[config.mk]
export PLATFORM = sky130hd
export DESIGN_NAME = sprite_blit
export DESIGN_NICKNAME = d
export VERILOG_FILES = /design/src/rtl/sprite_pkg.sv /design/src/rtl/sprite_blit.sv
export SDC_FILE = /design/constraint.sdc
export NUM_CORES = 1
export LEC_CHECK = 0
export BUFFER_PORTS_ARGS = -buffer_cell sky130_fd_sc_hd__buf_4
export CAP_MARGIN = 40
export CORE_MARGIN = 2
export CORE_UTILIZATION = 53
export CTS_BUF_LIST = sky130_fd_sc_hd__clkbuf_16
export DETAILED_ROUTE_END_ITERATION = 16
export PLACE_DENSITY = 0.85
export SYNTH_ARGS = -nofsm -noshare
export SYNTH_HDL_FRONTEND = slang
export SYNTH_SLANG_ARGS = --single-unit
[constraint.sdc]
create_clock -name clk -period 4.5 [get_ports clk]
set_clock_uncertainty 0.2 [all_clocks]
set_input_delay 0.45 -clock clk [delete_from_list [all_inputs] [get_ports clk]]
set_output_delay 0.45 -clock clk [all_outputs]
set_load 0.01 [all_outputs]
[src/rtl/sprite_pkg.sv]
`default_nettype none
// +-----------------------------------------------------------------------+
// | sprite_pkg : shared sprite geometry, colour type and blit FSM states   |
// | Revision   : 1.0                                                       |
// +-----------------------------------------------------------------------+
package sprite_pkg;

    localparam int SPRITE_DIM    = 16;
    localparam int SPRITE_WORDS  = 256;
    localparam int SPRITE_ADDR_W = 8;

    typedef logic [15:0] rgb565_t;

    localparam rgb565_t DEFAULT_TRANSPARENT = 16'hF81F;

    typedef enum logic [1:0] {
        IDLE   = 2'd0,
        PRIME  = 2'd1,
        STREAM = 2'd2,
        DONE   = 2'd3
    } state_t;

endpackage
`default_nettype wire

[src/rtl/sprite_blit.sv]
`default_nettype none
// +-----------------------------------------------------------------------+
// | sprite_blit : copies one 16x16 RGB565 sprite from ROM to frame buffer  |
// | Revision    : 1.0                                                      |
// +-----------------------------------------------------------------------+
module sprite_blit
    import sprite_pkg::*;
#(
    parameter int      FB_W        = 320,
    parameter int      FB_H        = 240,
    parameter int      FB_ADDR_W   = 17,
    parameter rgb565_t TRANSPARENT = DEFAULT_TRANSPARENT
) (
    input  logic                     clk,
    input  logic                     reset,
    input  logic                     start,
    input  logic [8:0]               dest_x,
    input  logic [7:0]               dest_y,
    output logic                     busy,
    output logic                     done,
    output logic [SPRITE_ADDR_W-1:0] rom_address,
    input  rgb565_t                  rom_rgb,
    output logic                     fb_wr_en,
    output logic [FB_ADDR_W-1:0]     fb_wr_addr,
    output rgb565_t                  fb_wr_data,
    input  logic                     fb_ready
);

    localparam logic [9:0]               C_FB_W     = 10'(FB_W);
    localparam logic [8:0]               C_FB_H     = 9'(FB_H);
    localparam logic [SPRITE_ADDR_W-1:0] C_LAST_IDX = SPRITE_ADDR_W'(SPRITE_WORDS - 1);

    state_t                   r_state;
    state_t                   w_state_nxt;
    logic [SPRITE_ADDR_W-1:0] r_idx;
    logic [8:0]               r_dest_x;
    logic [7:0]               r_dest_y;

    logic [9:0]  w_px;
    logic [8:0]  w_py;
    logic [18:0] w_addr_full;
    logic        w_visible;
    logic        w_write;
    logic        w_advance;

    // Pixel position within the frame; widths leave headroom for off-screen origins.
    assign w_px        = {1'b0, r_dest_x} + {6'd0, r_idx[3:0]};
    assign w_py        = {1'b0, r_dest_y} + {5'd0, r_idx[7:4]};
    assign w_addr_full = 19'(w_py) * 19'(FB_W) + 19'(w_px);

    assign w_visible = (rom_rgb != TRANSPARENT) && (w_px < C_FB_W) && (w_py < C_FB_H);
    assign w_write   = (r_state == STREAM) && w_visible;
    assign w_advance = (r_state == STREAM) && (!w_write || fb_ready);

    always_ff @(posedge clk or posedge reset) begin
        if (reset) begin
            r_state  <= IDLE;
            r_idx    <= '0;
            r_dest_x <= '0;
            r_dest_y <= '0;
        end else begin
            r_state <= w_state_nxt;
            if (r_state == IDLE && start) begin
                r_dest_x <= dest_x;
                r_dest_y <= dest_y;
                r_idx    <= '0;
            end else if (w_advance) begin
                // Wraps to 0 after the last pixel so rom_address reads 0 in DONE/IDLE.
                r_idx <= r_idx + 1'b1;
            end
        end
    end

    always_comb begin
        w_state_nxt = r_state;
        case (r_state)
            IDLE:    if (start) w_state_nxt = PRIME;
            PRIME:   w_state_nxt = STREAM;
            STREAM:  if (w_advance && r_idx == C_LAST_IDX) w_state_nxt = DONE;
            DONE:    w_state_nxt = IDLE;
            default: w_state_nxt = IDLE;
        endcase
    end

    always_comb begin
        busy        = (r_state != IDLE);
        done        = (r_state == DONE);
        fb_wr_en    = w_write;
        fb_wr_addr  = '0;
        fb_wr_data  = '0;
        rom_address = r_idx;
        if (w_write) begin
            fb_wr_addr = FB_ADDR_W'(w_addr_full);
            fb_wr_data = rom_rgb;
        end
        // Fetch one pixel ahead so the registered ROM delivers without bubbles.
        if (w_advance && r_idx != C_LAST_IDX) begin
            rom_address = r_idx + 1'b1;
        end
    end

endmodule
`default_nettype wire

======== After elaboration in Yosys (flattened, before gate mapping) ========
Index checks and enable logic that the tools add are counted.
storage, ports and cells
  ROM bits ................................ 0
  memories ................................ 0
  RAM bits ................................ 0
  logic and storage cells ................. 40
  latch bits .............................. 0
  output and inout bits ................... 44
  register bits ........................... 27
  input bits .............................. 37
cells by class
  order comparisons ....................... 2
  $add $sub $neg .......................... 4
  mux-type cells .......................... 8
  divide/modulo/power cells ............... 0
  shift-type cells ........................ 0
  bitwise logic cells ..................... 0
  reduce and logical (&&, ||, !) cells .... 13
  multiply operators ...................... 1
  eq/ne operators ......................... 8
operators with widths
  cell                                                                      count
  8-bit 2-to-1 mux                                                          3
  17-bit by 10-bit adder with 17-bit output                                 1
  17-bit 2-to-1 mux                                                         1
  16-bit 2-to-1 mux                                                         1
  16-bit inequality test (second input constant)                            1
  9-bit by 3-bit multiplier with 11-bit output (second input constant)      1
  9-bit by 4-bit adder with 10-bit output                                   1
  10-bit by 9-bit < comparator with 1-bit output (second input constant)    1
  8-bit by 4-bit adder with 9-bit output                                    1
  9-bit by 8-bit < comparator with 1-bit output (second input constant)     1
  8-bit by 1-bit adder with 8-bit output (second input constant)            1
  8-bit == test (second input constant)                                     1
  8-bit inequality test (second input constant)                             1
  2-bit case mux with 4 select lines                                        1
  1-bit logical AND                                                         7
  2-bit == test (second input constant)                                     2
  2-bit 2-to-1 mux                                                          2
  2-bit nonzero test                                                        2
  2-bit by 1-bit == test with 1-bit output (second input constant)          1
  2-bit zero test                                                           1
  2-bit by 1-bit inequality test with 1-bit output (second input constant)  1
  2-bit inequality test (second input constant)                             1
  2-bit AND reduction                                                       1
  1-bit zero test                                                           1
  1-bit logical OR                                                          1

======== Depth between registers and ports, before layout ========
  depth in word-level cells ............... 11
  mapped depth ............................ 15
  depth with buffers taken out ............ 15

======== Worst setup path after synthesis ========
No wires, ideal clock.
  path kind ............................... register to output
  start point ............................. register r_idx[4]
  end point ............................... output port fb_wr_addr[16]
  path slack .............................. 0.271 ns
  required time ........................... 3.850 ns
  arrival ................................. 3.579 ns
  stages on the path, launching flop included .. 16
  path buffers ............................ 0
  cells stage by stage .................... dfrtp_1 -> ha_1 -> fa_1 -> a21o_1 -> a21oi_1 -> nor2_1 -> xor2_1 -> ha_1 -> ha_1 -> o21a_1 -> o31a_1 -> o311ai_0 -> xnor2_1 -> nor3b_1 -> xnor2_1 -> nor2_1
between the ends
  longest elaborated chain between the ends .. 5
  elaborated cells on any way between the ends .. 7
  classes of those cells .................. 2 x add/sub; 1 x mul; 1 x order compare; 1 x mux; 2 x reduce/logical
ends and longest elaborated chain
  item                                                                                               line               source
  start, declared                                                                                    sprite_blit.sv:35  logic [SPRITE_ADDR_W-1:0] r_idx;
  start signal, assigned                                                                             sprite_blit.sv:69  r_idx <= r_idx + 1'b1;
  8-bit by 4-bit adder with 9-bit output *                                                           sprite_blit.sv:48  assign w_py = {1'b0, r_dest_y} + {5'd0, r_idx[7:4]};
  parallel branches: the longest is 3 deep, another holds 17-bit by 10-bit adder with 17-bit output  -
  17-bit 2-to-1 mux *                                                                                sprite_blit.sv:92  if (w_write) begin
  end, declared                                                                                      sprite_blit.sv:24  output logic [FB_ADDR_W-1:0] fb_wr_addr,
Every way passes the cells marked *.

======== Worst setup path after layout ========
Ends and elaborated chain as after synthesis.

==> reports/results.ini <==
[outcome]
outcome = finished, violations left
violations = setup timing

[worst_setup_path]
cpPeakStageDelay_ns = 0.44
slowest_stage = dfrtp_1
endpoint_kind = output port
critical_path.max_fanout = 3
cp.required_ns = 3.85
cp_top_family = adder cells
r2r_cells = 11
worstSetupPathType = reg -> out
worst-path-buf-inv = 1
path_depth = 16
crit_path_start_kind = flop
cp.arrival_ns = 3.98
crit_chain = ha_4, fa_2, a21o_1, a21oi_2, nor2_1, xor2_1, ha_1, ha_4, nor2b_4, a221oi_2, o311ai_4, xnor2_2, nor3b_2, xnor2_1, nor2_1, buf_4

[routing]
wl_per_cell_um = 16.2
totalWireLength_um = 8200
ant_nets = 0
dr.pass1.iters = 6
drt-initial-drc-count = 168
vias_per_cell = 5.76
vias = 2921
drcViolationCount = 0

[die]
core_sq_um = 5070
rows = 26
die_x_um = 76.1
initial_core_util_pct = 54.3
die_h_um = 76.1
pin_count = 81
dieArea_sq_um = 5790

[cts]
root_buffer = clkbuf_16
clock-sinks = 27
cts_buffers = 3
tritoncts = built
clk_pin_slew_ns = 0.07
clk_latency_ns = 0.27
ctsHtreeMaxLevel = 1
clockBufferDepth = 2

[finish]
nFillCells = 359
multiInputGateArea_sq_um = 2240
insertedDiodeCount = 0
seq_area_sq_um = 677
final_common_cell = buf_4
layout-drive-gt1-share_pct = 34.3
mostFrequentLayoutCells = 99 x buf_4, 57 x nand2_1, 28 x nor2_1
nets = 508
final_core_util_pct = 78.1
syn2layout_area_growth_pct = 43.8

[synth]
yosysSeqAreaShare_pct = 24.5
avgSynthCellArea_sq_um = 8.10
synthFlopType = dfrtp_1
synth_cell_types = 53
ys_ff_latch = 27
async_reset_ff_share_pct = 100
synthCells = 340
synthesis.area_sq_um = 2760
synth_edf_count = 0
yosys_warnings = 0
syn_nets = 410

[sta]
fin_ws_ns = -0.132
timing.final.crit_share_pct = 103
setup_tns_ns = -0.203
fmax_mhz = 216
finalSetupViolations = 2
hold_viol = 0
report.final.slew_viol_count = 0
slew_headroom_pct = 63.3
worst_slew_pin_slew_ns = 0.549
min_period_ns = 4.63
rsz0062_at_grt = yes

[pwr]
leakage_uw = 0.00196
vdd_ir_drop_max_v = 0.000430
powerDensity_nw_per_um2 = 773

[grt]
grt_max_degree = 23
grt_pass1_vias = 2735
overflow = 0
grt_util_all_layers_pct = 24.9
antenna_found_initial = 0
grt_pass1_wl_um = 12200

[job]
cap_violations = 0

[placement]
place.gp.congestion = 0.834
place_hpwl_um = 5640
dp_slack_ns = -0.00292
port_buffers = 80

[min_path]
min_path_cells = 3
hold_path.class = in -> reg

-- worst register-to-register path, cell delays in order, from the launching register on --
cell and delay, ns:
dfrtp_2 0.44, ha_1 0.23, inv_1 0.07, fa_1 0.38
nor2b_1 0.21, o21ai_0 0.15, a2111oi_1 0.40, o2111ai_1 0.22
nand3_2 0.14, inv_1 0.24, a221oi_1 0.47, mux2_2 0.38
-- metal layers --
layer	track usage [%]	routed length, um	vias up
li1	-	-	1380
met5	0	0	-
met4	7.27	167	0
met3	3.32	484	27
met2	46.5	4250	144
met1	29.7	3300	1370
-- registers in the layout, summed over array words and instances, names as in the netlist --
signal	flops
r_dest_x	9
r_dest_y	8
r_idx	8
r_state	2
-- power by group --
group	leakage (uW)	switching, uW	internal, uW
clock	0.0000415	90.8	123
sequential	0.000343	133	339
combinational	0.00158	1200	1180
total	0.00196	1420	1640
-- synthesized netlist by cell type (all sizes together) (2+ instances only) --
cell	n	share of area, %
inv	20	2.7
o31ai	3	0.82
nor2	30	4.1
nor2b	6	1.4
o21ai	17	3.1
nand2b	2	0.45
o2111ai	3	0.95
nand3	11	2.2
and2	21	4.8
or3	4	0.91
a211oi	6	1.8
a21o	8	2.2
xnor2	15	4.8
o211a	2	0.73
o311ai	3	1.2
a21oi	10	1.8
mux2	5	2.0
xor2	10	3.2
nor3	5	0.91
and3	4	0.91
ha	29	13
nor3b	2	0.54
o31a	2	0.64
o21a	3	0.82
clkbuf	7	0.95
nand2	57	7.8
a221oi	2	0.64
or4	3	0.95
fa	4	2.9
buf	2	0.59
nor4b	2	0.64
dfrtp	27	25
-- area by class of cell --
type	count	share of cell area (%)
tap	70	2.21
clock inverter	1	0.221
clock buffer	3	1.90
timing repair buffer	102	20.1
multi-input combinational	284	56.6
sequential	27	17.1
inverter	20	1.90
-- cells by family after synthesis --
group | synth area share (%)
mux | 2.41
fa+ha+maj | 16.4
simple gates | 27.0
buf+inv | 4.27
flops | 24.5
compound gates | 17.4
xor+xnor | 7.95
-- through the flow --
stage / std cells / hold WS [ns] / area, sq um / total power, uW
after CTS: 497 / 0.173 / 3710 / 2700
after global placement: 489 / 0.264 / 3460 / 2250
after detailed placement: 491 / 0.230 / 3500 / 2340
final: 507 / 0.172 / 3960 / 3060
after floorplan: 340 / 0.250 / 2760 / 1720
after global routing: 507 / 0.175 / 3960 / 3280
-- path summary, 6_finish.rpt --
check                            start        endpoint  slack, ns
setup / recovery              r_idx[4]  fb_wr_addr[16]      -0.13
hold / removal               dest_x[2]     r_dest_x[2]       0.17
setup reg to reg              r_idx[0]      r_state[1]       0.87
hold reg to reg            r_dest_x[3]     r_dest_x[3]       0.30
max in group asynchronous        reset     r_dest_y[1]       3.20
min in group asynchronous        reset        r_idx[3]       0.49
-- repair_timing --
item / CTS / global route
endpoints found under the setup margin: 4 / 11
buffers inserted: 1 / 10
endpoints found under the hold margin: 5 / 0
hold buffers: 1 / 0
pin swaps: 4 / 26
resized for setup: 22 / 27
Power figures use the tool's default switching activity.
